**src/rtl/rdma_cq_pkg.sv**
```systemverilog
// Shared definitions for the RDMA completion-queue engine: status codes and
// the bit layout of one CQ entry.
package rdma_cq_pkg;

    typedef enum logic [1:0] {
        STS_OK        = 2'd0,
        STS_RETRY_EXC = 2'd1,
        STS_REM_ERR   = 2'd2,
        STS_FLUSH     = 2'd3
    } cq_status_e;

    localparam int STS_W = 2;

    // CQ entry layout, LSB first: status, wr_id, qpn.
    localparam int ENTRY_STS_LSB  = 0;
    localparam int ENTRY_WRID_LSB = ENTRY_STS_LSB + STS_W;

    function automatic int entry_qpn_lsb(input int wrid_w);
        return ENTRY_WRID_LSB + wrid_w;
    endfunction

    function automatic int entry_width(input int qpn_w, input int wrid_w);
        return entry_qpn_lsb(wrid_w) + qpn_w;
    endfunction

endpackage

```
**src/rtl/rdma_rr_arbiter.sv**
```systemverilog
// Round-robin arbiter: one-hot grant among pending requests, priority starts
// at the requester after the last grant (requester 0 after reset).
module rdma_rr_arbiter #(
    parameter int N = 4
) (
    input  logic                 clk,
    input  logic                 rst,
    input  logic [N-1:0]         req,
    input  logic                 en,
    output logic [N-1:0]         grant,
    output logic [$clog2(N)-1:0] grant_idx
);
    localparam int PW = $clog2(N);
    localparam logic [PW:0] N_L = (PW+1)'(N);

    logic [PW-1:0] ptr;
    logic [N-1:0]  rot;
    logic [PW-1:0] off;
    logic [PW:0]   sum;
    logic          any;

    // NOTE: every variable gets a default at the top of always_comb so no
    // path leaves it unassigned, which would otherwise infer a latch.
    always_comb begin
        rot = N'({req, req} >> ptr);
        off = '0;
        any = 1'b0;
        for (int i = N - 1; i >= 0; i--) begin
            if (rot[i]) begin
                off = PW'(i);
                any = 1'b1;
            end
        end
        sum       = {1'b0, ptr} + {1'b0, off};
        grant_idx = (sum >= N_L) ? PW'(sum - N_L) : sum[PW-1:0];
        grant     = '0;
        if (en && any) grant[grant_idx] = 1'b1;
    end

    // NOTE: sequential state is updated with non-blocking assignments so all
    // registers sample pre-edge values regardless of statement order.
    always_ff @(posedge clk) begin
        if (rst) begin
            ptr <= '0;
        end else if (|grant) begin
            ptr <= (grant_idx == PW'(N - 1)) ? '0 : grant_idx + 1'b1;
        end
    end

endmodule

```
**src/rtl/rdma_cq_engine.sv**
```systemverilog
// Completion-queue engine: per-QP staging slots, round-robin merge into a
// first-word-fall-through completion queue with per-QP drop flags.
module rdma_cq_engine
    import rdma_cq_pkg::*;
#(
    parameter int NUM_QP = 4,
    parameter int DEPTH  = 8,
    parameter int WRID_W = 16
) (
    input  logic                        clk,
    input  logic                        rst,
    input  logic [NUM_QP-1:0]           tx_done,
    input  logic [NUM_QP*WRID_W-1:0]    tx_wr_id,
    input  logic [NUM_QP*2-1:0]         tx_status,
    output logic                        comp_valid,
    input  logic                        comp_ready,
    output logic [$clog2(NUM_QP)-1:0]   comp_qpn,
    output logic [WRID_W-1:0]           comp_wr_id,
    output logic [1:0]                  comp_status,
    output logic [$clog2(DEPTH):0]      cq_count,
    output logic [NUM_QP-1:0]           ovf,
    input  logic [NUM_QP-1:0]           ovf_clr
);
    localparam int QPN_W   = $clog2(NUM_QP);
    localparam int PTR_W   = $clog2(DEPTH);
    localparam int CNT_W   = PTR_W + 1;
    localparam int ENTRY_W = entry_width(QPN_W, WRID_W);
    localparam int QPN_LSB = entry_qpn_lsb(WRID_W);
    localparam logic [CNT_W-1:0] FULL_CNT = CNT_W'(DEPTH);

    logic [WRID_W-1:0]  slot_wr_id  [NUM_QP];
    logic [STS_W-1:0]   slot_status [NUM_QP];
    logic [NUM_QP-1:0]  pend;

    logic [ENTRY_W-1:0] mem [DEPTH];
    logic [PTR_W-1:0]   wr_ptr;
    logic [PTR_W-1:0]   rd_ptr;
    logic [CNT_W-1:0]   count;

    logic [NUM_QP-1:0]  grant;
    logic [QPN_W-1:0]   grant_idx;
    logic               push;
    logic               pop;
    logic               can_grant;
    logic [ENTRY_W-1:0] head;

    assign comp_valid = (count != '0);
    assign pop        = comp_valid && comp_ready;
    assign can_grant  = (count != FULL_CNT) || pop;
    assign push       = |grant;

    rdma_rr_arbiter #(.N(NUM_QP)) u_arb (
        .clk       (clk),
        .rst       (rst),
        .req       (pend),
        .en        (can_grant),
        .grant     (grant),
        .grant_idx (grant_idx)
    );

    // A granted slot is free to reload in the same cycle; a busy one drops.
    always_ff @(posedge clk) begin
        if (rst) begin
            pend <= '0;
            ovf  <= '0;
        end else begin
            for (int q = 0; q < NUM_QP; q++) begin
                if (grant[q])        pend[q] <= tx_done[q];
                else if (tx_done[q]) pend[q] <= 1'b1;

                if (tx_done[q] && pend[q] && !grant[q]) ovf[q] <= 1'b1;
                else if (ovf_clr[q])                    ovf[q] <= 1'b0;
            end
        end
    end

    // NOTE: slot and queue storage carry no reset; pend and the pointers
    // decide what is valid, and the head is masked while the queue is empty.
    always_ff @(posedge clk) begin
        for (int q = 0; q < NUM_QP; q++) begin
            if (tx_done[q] && (grant[q] || !pend[q])) begin
                slot_wr_id[q]  <= tx_wr_id[q*WRID_W +: WRID_W];
                slot_status[q] <= tx_status[q*2 +: 2];
            end
        end
    end

    always_ff @(posedge clk) begin
        if (push) mem[wr_ptr] <= {grant_idx, slot_wr_id[grant_idx], slot_status[grant_idx]};
    end

    always_ff @(posedge clk) begin
        if (rst) begin
            wr_ptr <= '0;
            rd_ptr <= '0;
            count  <= '0;
        end else begin
            if (push) wr_ptr <= wr_ptr + 1'b1;
            if (pop)  rd_ptr <= rd_ptr + 1'b1;
            unique case ({push, pop})
                2'b10:   count <= count + 1'b1;
                2'b01:   count <= count - 1'b1;
                default: ;
            endcase
        end
    end

    assign head        = comp_valid ? mem[rd_ptr] : '0;
    assign comp_status = head[ENTRY_STS_LSB +: STS_W];
    assign comp_wr_id  = head[ENTRY_WRID_LSB +: WRID_W];
    assign comp_qpn    = head[QPN_LSB +: QPN_W];
    assign cq_count    = count;

endmodule

```
**config.mk**
```make
export PLATFORM = sky130hd
export DESIGN_NAME = rdma_cq_engine
export DESIGN_NICKNAME = d
export VERILOG_FILES = /design/src/rtl/rdma_cq_pkg.sv /design/src/rtl/rdma_rr_arbiter.sv /design/src/rtl/rdma_cq_engine.sv
export SDC_FILE = /design/constraint.sdc
export NUM_CORES = 1
export LEC_CHECK = 0
export ABC_AREA = 0
export CORE_UTILIZATION = 40
export CTS_CLUSTER_SIZE = 25
export DETAILED_ROUTE_END_ITERATION = 6
export GPL_TIMING_DRIVEN = 0
export PLACE_DENSITY = 0.62
export SYNTH_ARGS = -nofsm -noshare
export SYNTH_HDL_FRONTEND = slang
export SYNTH_SLANG_ARGS = --single-unit
```
**constraint.sdc**
```tcl
create_clock -name clk -period 12.7 [get_ports clk]
set_input_delay 2.54 -clock clk [delete_from_list [all_inputs] [get_ports clk]]
set_output_delay 2.54 -clock clk [all_outputs]
set_load 0.005 [all_outputs]
```
==> impl_summary.log <==
INFO  metric outcome = finished clean
INFO  metric rr_endpoint = cq_count[2]
INFO  metric setup.worst_path.end = comp_qpn[1]
INFO  metric critPathLaunchType = register
INFO  metric post_cts_setup_buffer_count = 0
INFO  metric netlist-cell-type-count = 50
INFO  metric layout_min_cycle_time = 5.54 ns
INFO  metric synth-main-ff-cell = edfxtp_1
INFO  metric gp_congestion = 0.791
INFO  metric cellPowerDensity = 247 nW/um2
INFO  metric cts_max_level = 1
INFO  metric area_growth = 23.7%
INFO  metric postLayoutCoreUtil = 51.0%
INFO  metric postLayoutCellArea = 12500 um2
INFO  metric dr_total_vias = 5214
INFO  metric setup-tns-final = 0 ns
INFO  metric rsz0062_at_grt = no
INFO  metric mappedNetlistArea = 10100 um2
INFO  metric cts.clk_slew.worst_paths = 0.06 ns
INFO  metric crit_path_top_delay_cell = nor4_1
INFO  metric initial_core_util = 41.2%
INFO  metric final_stage_net_count = 748
INFO  metric antenna_found_initial = 0
INFO  metric setup_ws = 7.16 ns
INFO  metric crit_required = 10.16 ns
INFO  metric critPathArrivalTime = 3.00 ns
INFO  metric worst_r2r_startpoint = pend[0]
INFO  metric async_set_or_reset_register_ratio_after_synthesis = 0%
INFO  metric fillers = 1979
INFO  metric max-cap-violations = 0
INFO  metric timing.reg2reg.setup_slack = 8.23 ns
INFO  metric drt-pass1-iter-count = 4
INFO  metric n_antenna_cell = 0
INFO  metric post_cts_sizing = 0
INFO  metric number_of_vias_per_cell_after_detailed_routing = 5.21
INFO  metric fp.coreArea = 24500 um2
INFO  metric wirelength = 20.1 mm
INFO  metric worst-r2r-cell-count = 23
INFO  metric cts_sinks = 255
INFO  metric cpPeakStageDelay = 0.76 ns
INFO  metric crit_path_max_fanout = 10
INFO  metric max_freq = 181 MHz
INFO  metric post-route-period-util = 43.6%
INFO  metric design.die.area = 25900 um2
INFO  metric chipWidth = 161 um
INFO  metric post_route_cells_drive_above_1_share = 17.4%
INFO  metric seq_area_frac_synth = 73.5%
INFO  metric slew_headroom = 18.3%
INFO  metric io_buffer_count = 110
INFO  metric postSynthNetCount = 607
INFO  metric crit_path_cell_trace = clkbuf_1, nor4_1, clkbuf_1, nor2_1, clkdlybuf4s50_1
INFO  metric average_cell_area_after_synthesis = 19.5 um2
INFO  metric synthesis.instances = 517
INFO  metric ys_seq_elements = 255
INFO  metric drt-wirelength-per-cell = 20.1 um
INFO  metric critical_path.most_common_cell = clkbuf_1
INFO  metric ioPinCount = 112
INFO  metric timing.setup.critical_path_class = register to output port
INFO  metric final_number_of_hold_violating_endpoints = 0
INFO  metric grt_max_degree = 21
INFO  metric clock-skew-final = 0.0132 ns
INFO  metric clock_tree.root_cell = clkbuf_16
INFO  metric grt_use_total = 16.1%
INFO  metric dpl.hpwl = 13.7 mm
INFO  metric worst_pin_slew = 1.23 ns
INFO  metric first_global_vias = 5596
INFO  metric report.final.setup_viol = 0
INFO  metric postRouteAntennaNets = 0
INFO  metric dp_slack = 7.22 ns
INFO  metric crit_path_start = cq_count[1]
INFO  metric placement.cell_area = 11700 um2
INFO  metric ys_warn_count = 0
INFO  metric wire_length_of_the_first_global_routing_pass = 31.6 mm
INFO  metric cts_buf_count = 26
INFO  metric drc_errors = 0
INFO  metric peakVddDrop = 0.107 mV
INFO  metric synth-edff-count = 232
INFO  metric worstSkewPairLatency = 0.52 ns
INFO  metric critPathCaptureType = output port
INFO  metric floorplan.rows = 57
INFO  metric cts_hold_buffers = 0
INFO  metric clk_path_buf_depth = 3
INFO  metric finalMaxSlewViolations = 0
INFO  metric cts_tree = done
INFO  metric drt_iter0_drc = 290
INFO  metric grt_remaining_overflow = 0
INFO  metric die_span_y = 161 um
INFO  metric worst_hold_path_type = register to register
INFO  metric p_leak = 4.06 nW
## sequential cells by signal, indices dropped and copies added, names as in the netlist, named ones only
name,cells
u_arb.ptr,2
wr_ptr,3
pend,4
cq_count,4
mem,160
ovf,4
rd_ptr,3
slot_wr_id,64
slot_status,8
## layout by cell type, fill, tap and decap left out, types with 2 or more instances in the layout
master           Yosys  layout
bufinv_16            0       3
o31ai_1              8       8
xor2_1               4       4
buf_1                3       3
and2_1               5       5
mux4_2              58      58
clkinv_1             0       9
ha_1                 7       7
mux2i_1             25      25
nand2b_1             4       4
xnor2_1              3       3
a32oi_1              2       2
dfxtp_1             23      23
nor3b_1              3       3
clkbuf_16            0      26
clkbuf_8             2       2
a21oi_1             14      14
and2b_2              2       2
nor2_1              36      36
o21ai_0              3       3
nand2_1             12      12
inv_1               12      12
nor4_1               2       2
clkbuf_1            11      16
buf_2                5       5
nand3_1              2       2
nor3_1               4       4
buf_6                5       7
clkdlybuf4s50_1      0     110
or4_1                4       4
edfxtp_1           232     232
and4b_1              3       3
nor3_4               2       2
## cell usage after synthesis, types with 2 or more instances
library cell / instances / area (um2)
a21oi_1: 14 / 70.1
a32oi_1: 2 / 17.5
and2_1: 5 / 31.3
and2b_2: 2 / 17.5
and4b_1: 3 / 30.0
buf_1: 3 / 11.3
buf_2: 5 / 25.0
buf_6: 5 / 56.3
clkbuf_1: 11 / 41.3
clkbuf_8: 2 / 27.5
dfxtp_1: 23 / 460
edfxtp_1: 232 / 6970
ha_1: 7 / 87.6
inv_1: 12 / 45.0
mux2i_1: 25 / 250
mux4_2: 58 / 1310
nand2_1: 12 / 45.0
nand2b_1: 4 / 25.0
nand3_1: 2 / 10.0
nor2_1: 36 / 135
nor3_1: 4 / 20.0
nor3_4: 2 / 32.5
nor3b_1: 3 / 22.5
nor4_1: 2 / 12.5
o21ai_0: 3 / 15.0
o31ai_1: 8 / 60.1
or4_1: 4 / 30.0
xnor2_1: 3 / 26.3
xor2_1: 4 / 35.0
## report_power, final
group,total (mW),switching [mW],internal [mW]
combinational,1.06,0.581,0.476
sequential,1.29,0.0504,1.24
clock,0.738,0.301,0.437
## worst max-delay path, delay by kind of cell, from the launching register on
family                 cells  cell delay [ns]
buffers and inverters      3             1.25
AND/OR/NAND/NOR            2             0.92
flip-flops                 1             0.31
## cells by family (layout without fill, tap and decap cells)
group | count (synthesis) | after routing | share of synthesized area, %
flops | 255 | 255 | 73.5
simple gates | 90 | 90 | 4.95
mux | 84 | 84 | 15.6
buf+inv | 38 | 198 | 2.04
compound gates | 36 | 36 | 2.49
fa+ha+maj | 7 | 7 | 0.867
xor+xnor | 7 | 7 | 0.607
## layout make-up
cell class	count	area [um2]	share of cell area, %
Clock buffer	31	669	5.35
Multi-Input combinational cell	224	2490	19.9
Clock inverter	16	165	1.32
Tap cell	324	405	3.24
Timing Repair Buffer	113	1140	9.11
Buffer	26	161	1.29
Sequential cell	255	7430	59.4
Inverter	12	45.0	0.360
## routing by layer
metal	vias up	track usage (%)	part of all wire, %
met1	2671	21.2	42
met3	26	2.30	4.7
met2	151	28.1	51
met5	-	0	0
met4	0	4.12	1.5
li1	2366	-	-
## metrics by stage
stage               cells  power [mW]  hold slack, ns
floorplan             517        1.95           0.447
global placement      951        2.34           0.453
detailed placement    954        2.40           0.459
CTS                  1001        3.14           0.481
global route         1001        3.26           0.518
finish               1001        3.09           0.476
## worst min path at each step
stage / start / endpoint / slack [ns] / depth (start not counted)
finish: ovf[2] / ovf[2] / 0.48 / 2
detailed placement: ovf[2] / ovf[2] / 0.46 / 2
global placement: ovf[1] / ovf[1] / 0.45 / 2
global route: ovf[1] / ovf[1] / 0.52 / 2
floorplan: ovf[0] / ovf[0] / 0.45 / 2
CTS: ovf[2] / ovf[2] / 0.48 / 2
(Power assumes the default switching activity.)
